**config.mk**
```make
export PLATFORM = sky130hd
export DESIGN_NAME = spongent_scheduler
export DESIGN_NICKNAME = d
export VERILOG_FILES = /design/src/rtl/spongent_scheduler_pkg.sv /design/src/rtl/spongent_rr_arb2.sv /design/src/rtl/spongent_scheduler.sv
export SDC_FILE = /design/constraint.sdc
export NUM_CORES = 1
export LEC_CHECK = 0
export BUFFER_PORTS_ARGS = -buffer_cell sky130_fd_sc_hd__clkbuf_2
export CAP_MARGIN = 40
export CORE_MARGIN = 4
export CORE_UTILIZATION = 30
export DETAILED_ROUTE_END_ITERATION = 7
export GPL_ROUTABILITY_DRIVEN = 0
export GPL_TIMING_DRIVEN = 0
export SYNTH_ARGS = -nofsm -noshare
export SYNTH_HDL_FRONTEND = slang
export SYNTH_SLANG_ARGS = --single-unit
```
**constraint.sdc**
```tcl
create_clock -name clk -period 2 [get_ports clk]
set_input_delay 0.1 -clock clk [delete_from_list [all_inputs] [get_ports clk]]
set_output_delay 0.1 -clock clk [all_outputs]
set_load 0.01 [all_outputs]
```
**src/rtl/spongent_scheduler_pkg.sv**
```systemverilog
// spongent_scheduler_pkg: shared FSM state type and default sizing for the SPONGENT scheduler
// Contents: state_e (IDLE/LAUNCH/RUN/RESP), DEF_DATA_WIDTH, DEF_N, DEF_TIMEOUT_CYCLES
package spongent_scheduler_pkg;
    localparam int DEF_DATA_WIDTH     = 64;
    localparam int DEF_N              = 88;
    localparam int DEF_TIMEOUT_CYCLES = 1024;
    typedef enum logic [1:0] {S_IDLE, S_LAUNCH, S_RUN, S_RESP} state_e;
endpackage

```
**src/rtl/spongent_rr_arb2.sv**
```systemverilog
// spongent_rr_arb2: two-way round-robin arbiter with one-hot grant
// Ports: valid_i[1:0] requests, last_i requester served last, en_i grant enable, grant_o[1:0] one-hot grant
module spongent_rr_arb2 (
    input  logic [1:0] valid_i,
    input  logic       last_i,
    input  logic       en_i,
    output logic [1:0] grant_o
);
    // On contention the requester not served last wins.
    always_comb grant_o = !en_i ? 2'b00 : &valid_i ? (last_i ? 2'b01 : 2'b10) : valid_i;
endmodule

```
**src/rtl/spongent_scheduler.sv**
```systemverilog
// spongent_scheduler: arbitrates two requesters onto one shared SPONGENT hash core and returns tagged digests
// Ports: clk/rst_n (async active-low); req{0,1}_valid/msg/ready request side;
//        rsp_valid/ready/id/hash/err response side; core_rst/core_msg/core_hash/core_end core side; busy (not IDLE).
// Option: SPONGENT_SCHEDULER_TIMEOUT_EN adds a RUN watchdog of TIMEOUT_CYCLES that ends the job with rsp_err=1.
module spongent_scheduler
    import spongent_scheduler_pkg::*;
#(
    parameter int DATA_WIDTH     = DEF_DATA_WIDTH,
    parameter int N              = DEF_N,
    parameter int TIMEOUT_CYCLES = DEF_TIMEOUT_CYCLES
) (
    input  logic                  clk,
    input  logic                  rst_n,
    input  logic                  req0_valid,
    input  logic [DATA_WIDTH-1:0] req0_msg,
    output logic                  req0_ready,
    input  logic                  req1_valid,
    input  logic [DATA_WIDTH-1:0] req1_msg,
    output logic                  req1_ready,
    output logic                  rsp_valid,
    input  logic                  rsp_ready,
    output logic                  rsp_id,
    output logic [N-1:0]          rsp_hash,
    output logic                  rsp_err,
    output logic                  core_rst,
    output logic [DATA_WIDTH-1:0] core_msg,
    input  logic [N-1:0]          core_hash,
    input  logic                  core_end,
    output logic                  busy
);
    state_e                state_q, state_d;
    logic                  last_q, last_d;
    logic                  id_q, id_d;
    logic [DATA_WIDTH-1:0] msg_q, msg_d;
    logic [N-1:0]          hash_q, hash_d;
    logic [1:0]            grant;
    logic                  expire;
    // rst_n gates the enable so no ready can leak out while reset is held.
    spongent_rr_arb2 u_arb (
        .valid_i ({req1_valid, req0_valid}),
        .last_i  (last_q),
        .en_i    (state_q == S_IDLE && rst_n),
        .grant_o (grant)
    );
`ifdef SPONGENT_SCHEDULER_TIMEOUT_EN
    localparam int CW = $clog2(TIMEOUT_CYCLES + 1);
    logic [CW-1:0] cnt_q, cnt_d;
    logic          err_q, err_d;
    // cnt_q holds the number of RUN cycles already completed; it restarts from 0 on every RUN entry.
    assign cnt_d  = state_q == S_RUN ? cnt_q + 1'b1 : '0;
    assign expire = state_q == S_RUN && cnt_q == CW'(TIMEOUT_CYCLES - 1);
    // core_end beats a simultaneous expiry, so the error is only raised when the core stayed silent.
    assign err_d  = state_q == S_RUN ? expire && !core_end : err_q;
    assign rsp_err = err_q;
    always_ff @(posedge clk or negedge rst_n) begin
        if (!rst_n) begin
            cnt_q <= '0;
            err_q <= 1'b0;
        end else begin
            cnt_q <= cnt_d;
            err_q <= err_d;
        end
    end
`else
    assign expire  = 1'b0;
    assign rsp_err = 1'b0;
`endif
    always_comb begin
        state_d = state_q;
        last_d  = last_q;
        id_d    = id_q;
        msg_d   = msg_q;
        hash_d  = hash_q;
        case (state_q)
            S_IDLE: if (|grant) begin
                state_d = S_LAUNCH;
                id_d    = grant[1];
                msg_d   = grant[1] ? req1_msg : req0_msg;
            end
            S_LAUNCH: state_d = S_RUN;
            S_RUN: if (core_end) begin
                state_d = S_RESP;
                hash_d  = core_hash;
            end else if (expire) begin
                state_d = S_RESP;
                hash_d  = '0;
            end
            S_RESP: if (rsp_ready) begin
                state_d = S_IDLE;
                last_d  = id_q;
            end
            default: state_d = S_IDLE;
        endcase
    end
    always_ff @(posedge clk or negedge rst_n) begin
        if (!rst_n) begin
            state_q <= S_IDLE;
            last_q  <= 1'b1;
            id_q    <= 1'b0;
            msg_q   <= '0;
            hash_q  <= '0;
        end else begin
            state_q <= state_d;
            last_q  <= last_d;
            id_q    <= id_d;
            msg_q   <= msg_d;
            hash_q  <= hash_d;
        end
    end
    assign req0_ready = grant[0];
    assign req1_ready = grant[1];
    assign rsp_valid  = state_q == S_RESP;
    assign rsp_id     = id_q;
    assign rsp_hash   = hash_q;
    assign core_msg   = msg_q;
    assign core_rst   = state_q == S_IDLE || state_q == S_LAUNCH;
    assign busy       = state_q != S_IDLE;
endmodule

```
==> run_summary.xml <==
<?xml version="1.0" encoding="UTF-8"?>
<metrics>
  <group name="synth">
    <metric name="synth_largest_type_area_fraction" unit="%">54.8</metric>
    <metric name="netlist_area" unit="um2">7070</metric>
    <metric name="yosys_warnings" unit="">0</metric>
    <metric name="netlist.top_cell.by_area" unit="">sky130_fd_sc_hd__dfrtp_1</metric>
    <metric name="synth-async-reset-ratio" unit="%">100</metric>
    <metric name="synth.yosys.seq_area_share" unit="%">55.2</metric>
    <metric name="synth_top_cells_by_count" unit="">sky130_fd_sc_hd__dfrtp_1, sky130_fd_sc_hd__o211a_1, sky130_fd_sc_hd__a211o_1, sky130_fd_sc_hd__mux2_1, sky130_fd_sc_hd__and2_0</metric>
    <metric name="ys_dominant_reg_cell" unit="">sky130_fd_sc_hd__dfrtp_1</metric>
    <metric name="synthCells" unit="">509</metric>
    <metric name="postSynthRegisterBits" unit="">156</metric>
    <metric name="leading_cell_type_by_number_of_instances_after_synthesis" unit="">sky130_fd_sc_hd__dfrtp_1</metric>
    <metric name="edff_count_synth" unit="">0</metric>
    <metric name="ys_types" unit="">29</metric>
    <metric name="synth.top_cells.by_area" unit="">sky130_fd_sc_hd__dfrtp_1, sky130_fd_sc_hd__mux2_1, sky130_fd_sc_hd__o211a_1</metric>
    <metric name="avgSynthCellArea" unit="um2">13.9</metric>
    <metric name="number_of_nets_in_the_synthesized_netlist" unit="">735</metric>
  </group>
  <group name="power">
    <metric name="peakVddDrop" unit="V">0.000702</metric>
    <metric name="cellLeakagePower" unit="nW">6.61</metric>
    <metric name="power.density_cell_area" unit="nW/um2">1300</metric>
  </group>
  <group name="setup_path">
    <metric name="start_kind" unit="">flop</metric>
    <metric name="critPathCaptureType" unit="">primary output</metric>
    <metric name="crit_required" unit="ns">1.90</metric>
    <metric name="worstPathArrival" unit="ns">1.85</metric>
    <metric name="timing_worst_setup_path_type" unit="">reg -&gt; out</metric>
    <metric name="worstPathMaxFanout" unit="">10</metric>
  </group>
  <group name="outcome">
    <metric name="status" unit="">finished with violations</metric>
    <metric name="violations" unit="">hold timing</metric>
  </group>
  <group name="route">
    <metric name="remaining_drc_errors" unit="">0</metric>
    <metric name="postRouteAntennaNets" unit="">0</metric>
    <metric name="totalWireLength" unit="um">25800</metric>
    <metric name="routedWlPerCell" unit="um">17.8</metric>
    <metric name="first_pass_iters" unit="">4</metric>
    <metric name="dr.first_iter.drc_count" unit="">298</metric>
    <metric name="vias" unit="">6620</metric>
    <metric name="drt-vias-per-instance" unit="">4.58</metric>
  </group>
  <group name="sta">
    <metric name="rsz0062_at_grt" unit="">yes</metric>
    <metric name="hold_viol" unit="">67</metric>
    <metric name="skew" unit="ns">0.0136</metric>
    <metric name="hold_ws" unit="ns">-0.344</metric>
    <metric name="timing.slew.headroom" unit="%">55.4</metric>
    <metric name="tightestPinTransition" unit="ns">0.669</metric>
    <metric name="layout_min_cycle_time" unit="ns">1.95</metric>
    <metric name="setup_failing_eps_final" unit="">0</metric>
    <metric name="fin_crit_sh" unit="%">97.4</metric>
    <metric name="final_max_slew_viol_count" unit="">0</metric>
    <metric name="max_clock_freq" unit="MHz">513</metric>
  </group>
  <group name="global_routing">
    <metric name="grt_antenna_before_repair" unit="">0</metric>
    <metric name="grt_first_pass_wirelength" unit="um">40100</metric>
    <metric name="grt_use_total" unit="%">19.3</metric>
    <metric name="grt_pass1_vias" unit="">7444</metric>
    <metric name="grt_max_degree" unit="">89</metric>
    <metric name="grt-ovfl-total" unit="">0</metric>
  </group>
  <group name="die">
    <metric name="floorplan_row_count" unit="">55</metric>
    <metric name="fp.dieH" unit="um">162</metric>
    <metric name="die_width" unit="um">162</metric>
    <metric name="design.portCount" unit="">381</metric>
    <metric name="floorplan.die_area" unit="um2">26100</metric>
    <metric name="fp.coreArea" unit="um2">22900</metric>
    <metric name="floorplan.initialDensity" unit="%">30.9</metric>
  </group>
  <group name="placed_design">
    <metric name="dp_hpwl" unit="um">17800</metric>
    <metric name="place.port_buffers" unit="">379</metric>
    <metric name="post_dp_cell_area" unit="um2">9400</metric>
  </group>
  <group name="clock_network">
    <metric name="ctsRootBufferMaster" unit="">sky130_fd_sc_hd__clkbuf_16</metric>
    <metric name="clock_sink_count" unit="">156</metric>
    <metric name="tritoncts_clock_tree" unit="">done</metric>
    <metric name="worst_skew_pair.late_latency" unit="ns">0.43</metric>
    <metric name="cts_made_buffers" unit="">17</metric>
    <metric name="clkSlewWorstSetupHoldPaths" unit="ns">0.07</metric>
    <metric name="hold_buffers" unit="">208</metric>
    <metric name="cts-htree-levels" unit="">4</metric>
    <metric name="clockBufferDepth" unit="">2</metric>
  </group>
  <group name="finish">
    <metric name="final_layout_size_suffix_gt1_share" unit="%">43.5</metric>
    <metric name="layout_cell_area_excl_fill" unit="um2">12100</metric>
    <metric name="nNetsFinal" unit="">1343</metric>
    <metric name="syn2layout_area_growth" unit="%">71.3</metric>
  </group>
  <group name="flow_run">
    <metric name="max_cap_viol_count" unit="">0</metric>
  </group>
  <group name="hold_path">
    <metric name="hold_path_class" unit="">in -&gt; async</metric>
  </group>
</metrics>
report_power, final:
group          switching, W  internal, W  total [W]
Sequential         0.000830      0.00478    0.00560
Combinational       0.00343      0.00345    0.00688
Clock               0.00156      0.00172    0.00328
Total               0.00582      0.00995     0.0158
sequential cells by signal (all words and copies together), names as in the netlist:
name      count
last_q        1
state_q       2
core_msg     64
rsp_hash     88
rsp_id        1
area by class of cell:
class | count | area (um2)
Fill cell | 2000 | 10800
Clock inverter | 14 | 160
Sequential cell | 156 | 3910
Antenna cell | 1 | 2.50
Clock buffer | 18 | 439
Timing Repair Buffer | 589 | 4020
Inverter | 6 | 22.5
Multi-Input combinational cell | 301 | 2800
Buffer | 46 | 380
Tap cell | 313 | 392
through the flow:
step / cells / power [W] / setup WS (ns) / util (%) / setup TNS [ns]
5_1_grt: 1443 / 0.0168 / -0.0454 / 52.9 / -0.172
3_5_place_dp: 1202 / 0.0122 / 0.0214 / 41.0 / 0
6_report: 1444 / 0.0158 / 0.0524 / 52.9 / 0
3_3_place_gp: 1201 / 0.0120 / -2.76 / 40.9 / -538.24
4_1_cts: 1442 / 0.0159 / 0.0115 / 52.8 / 0
2_1_floorplan: 509 / 0.00926 / 0.303 / - / 0
per-layer routing:
layer / track usage (%) / part of all wire (%) / vias to the layer above
li1: - / - / 3087
met4: 7.33 / 3.2 / 0
met2: 35.1 / 52 / 275
met1: 21.0 / 37 / 3203
met3: 5.87 / 7.2 / 55
met5: 0 / 0 / -
critical path, stage by stage, from the launching register on:
cell                       delay [ns]
sky130_fd_sc_hd__dfrtp_1         0.42
sky130_fd_sc_hd__inv_1           0.10
sky130_fd_sc_hd__ha_1            0.14
sky130_fd_sc_hd__buf_4           0.17
sky130_fd_sc_hd__nand3_4         0.11
sky130_fd_sc_hd__nor2_4          0.13
sky130_fd_sc_hd__clkbuf_8        0.19
sky130_fd_sc_hd__clkbuf_2        0.16
what timing repair did:
| action | in CTS | in global routing |
|---|---|---|
| resized for setup | 4 | 6 |
| hold endpoints to repair | 220 | 67 |
| setup endpoints to repair | 1 | 72 |
| gates cloned | 0 | 0 |
| setup buffers | 0 | 1 |
cells by family (layout without fill, tap and decap cells):
| family | count (synthesis) | in the layout | share of synthesized area [%] |
|---|---|---|---|
| muxes | 90 | 90 | 14.3 |
| buffers and inverters | 52 | 673 | 5.48 |
| and+or+nand+nor | 72 | 72 | 6.44 |
| AOI/OAI and AO/OA | 134 | 134 | 17.8 |
| adders and majority gates | 4 | 4 | 0.707 |
| other | 1 | 2 | 0.0530 |
| DFF | 156 | 156 | 55.2 |
layout by cell type (no fill, tap or decap), types with 2 or more instances in the layout:
master / instances
sky130_fd_sc_hd__clkbuf_8: 3
sky130_fd_sc_hd__inv_1: 6
sky130_fd_sc_hd__dfrtp_1: 155
sky130_fd_sc_hd__dlygate4sd3_1: 208
sky130_fd_sc_hd__inv_8: 3
sky130_fd_sc_hd__ha_1: 4
sky130_fd_sc_hd__clkbuf_1: 2
sky130_fd_sc_hd__o211a_1: 65
sky130_fd_sc_hd__clkbuf_16: 17
sky130_fd_sc_hd__and2_1: 10
sky130_fd_sc_hd__buf_4: 7
sky130_fd_sc_hd__a211o_1: 64
sky130_fd_sc_hd__and2_0: 54
sky130_fd_sc_hd__clkbuf_2: 378
sky130_fd_sc_hd__mux2_1: 62
sky130_fd_sc_hd__inv_6: 6
sky130_fd_sc_hd__clkinv_8: 4
sky130_fd_sc_hd__buf_2: 16
sky130_fd_sc_hd__buf_6: 19
sky130_fd_sc_hd__mux2_2: 27
final timing paths:
| check | cells after the start | slack, ns | to | from |
|---|---|---|---|---|
| worst max-delay path | 7 | 0.05 | req1_ready | state_q[0] |
| worst min-delay path | 1 | -0.34 | core_msg[14] | rst_n |
| worst max register to register | 7 | 0.10 | state_q[1] | state_q[0] |
| worst min register to register | 1 | 0.49 | rsp_hash[33] | rsp_hash[33] |
| max in group asynchronous | 2 | 1.46 | rsp_hash[20] | rst_n |
| min in group clk | 3 | 0.01 | core_msg[14] | req0_msg[14] |
(Power assumes the default switching activity.)
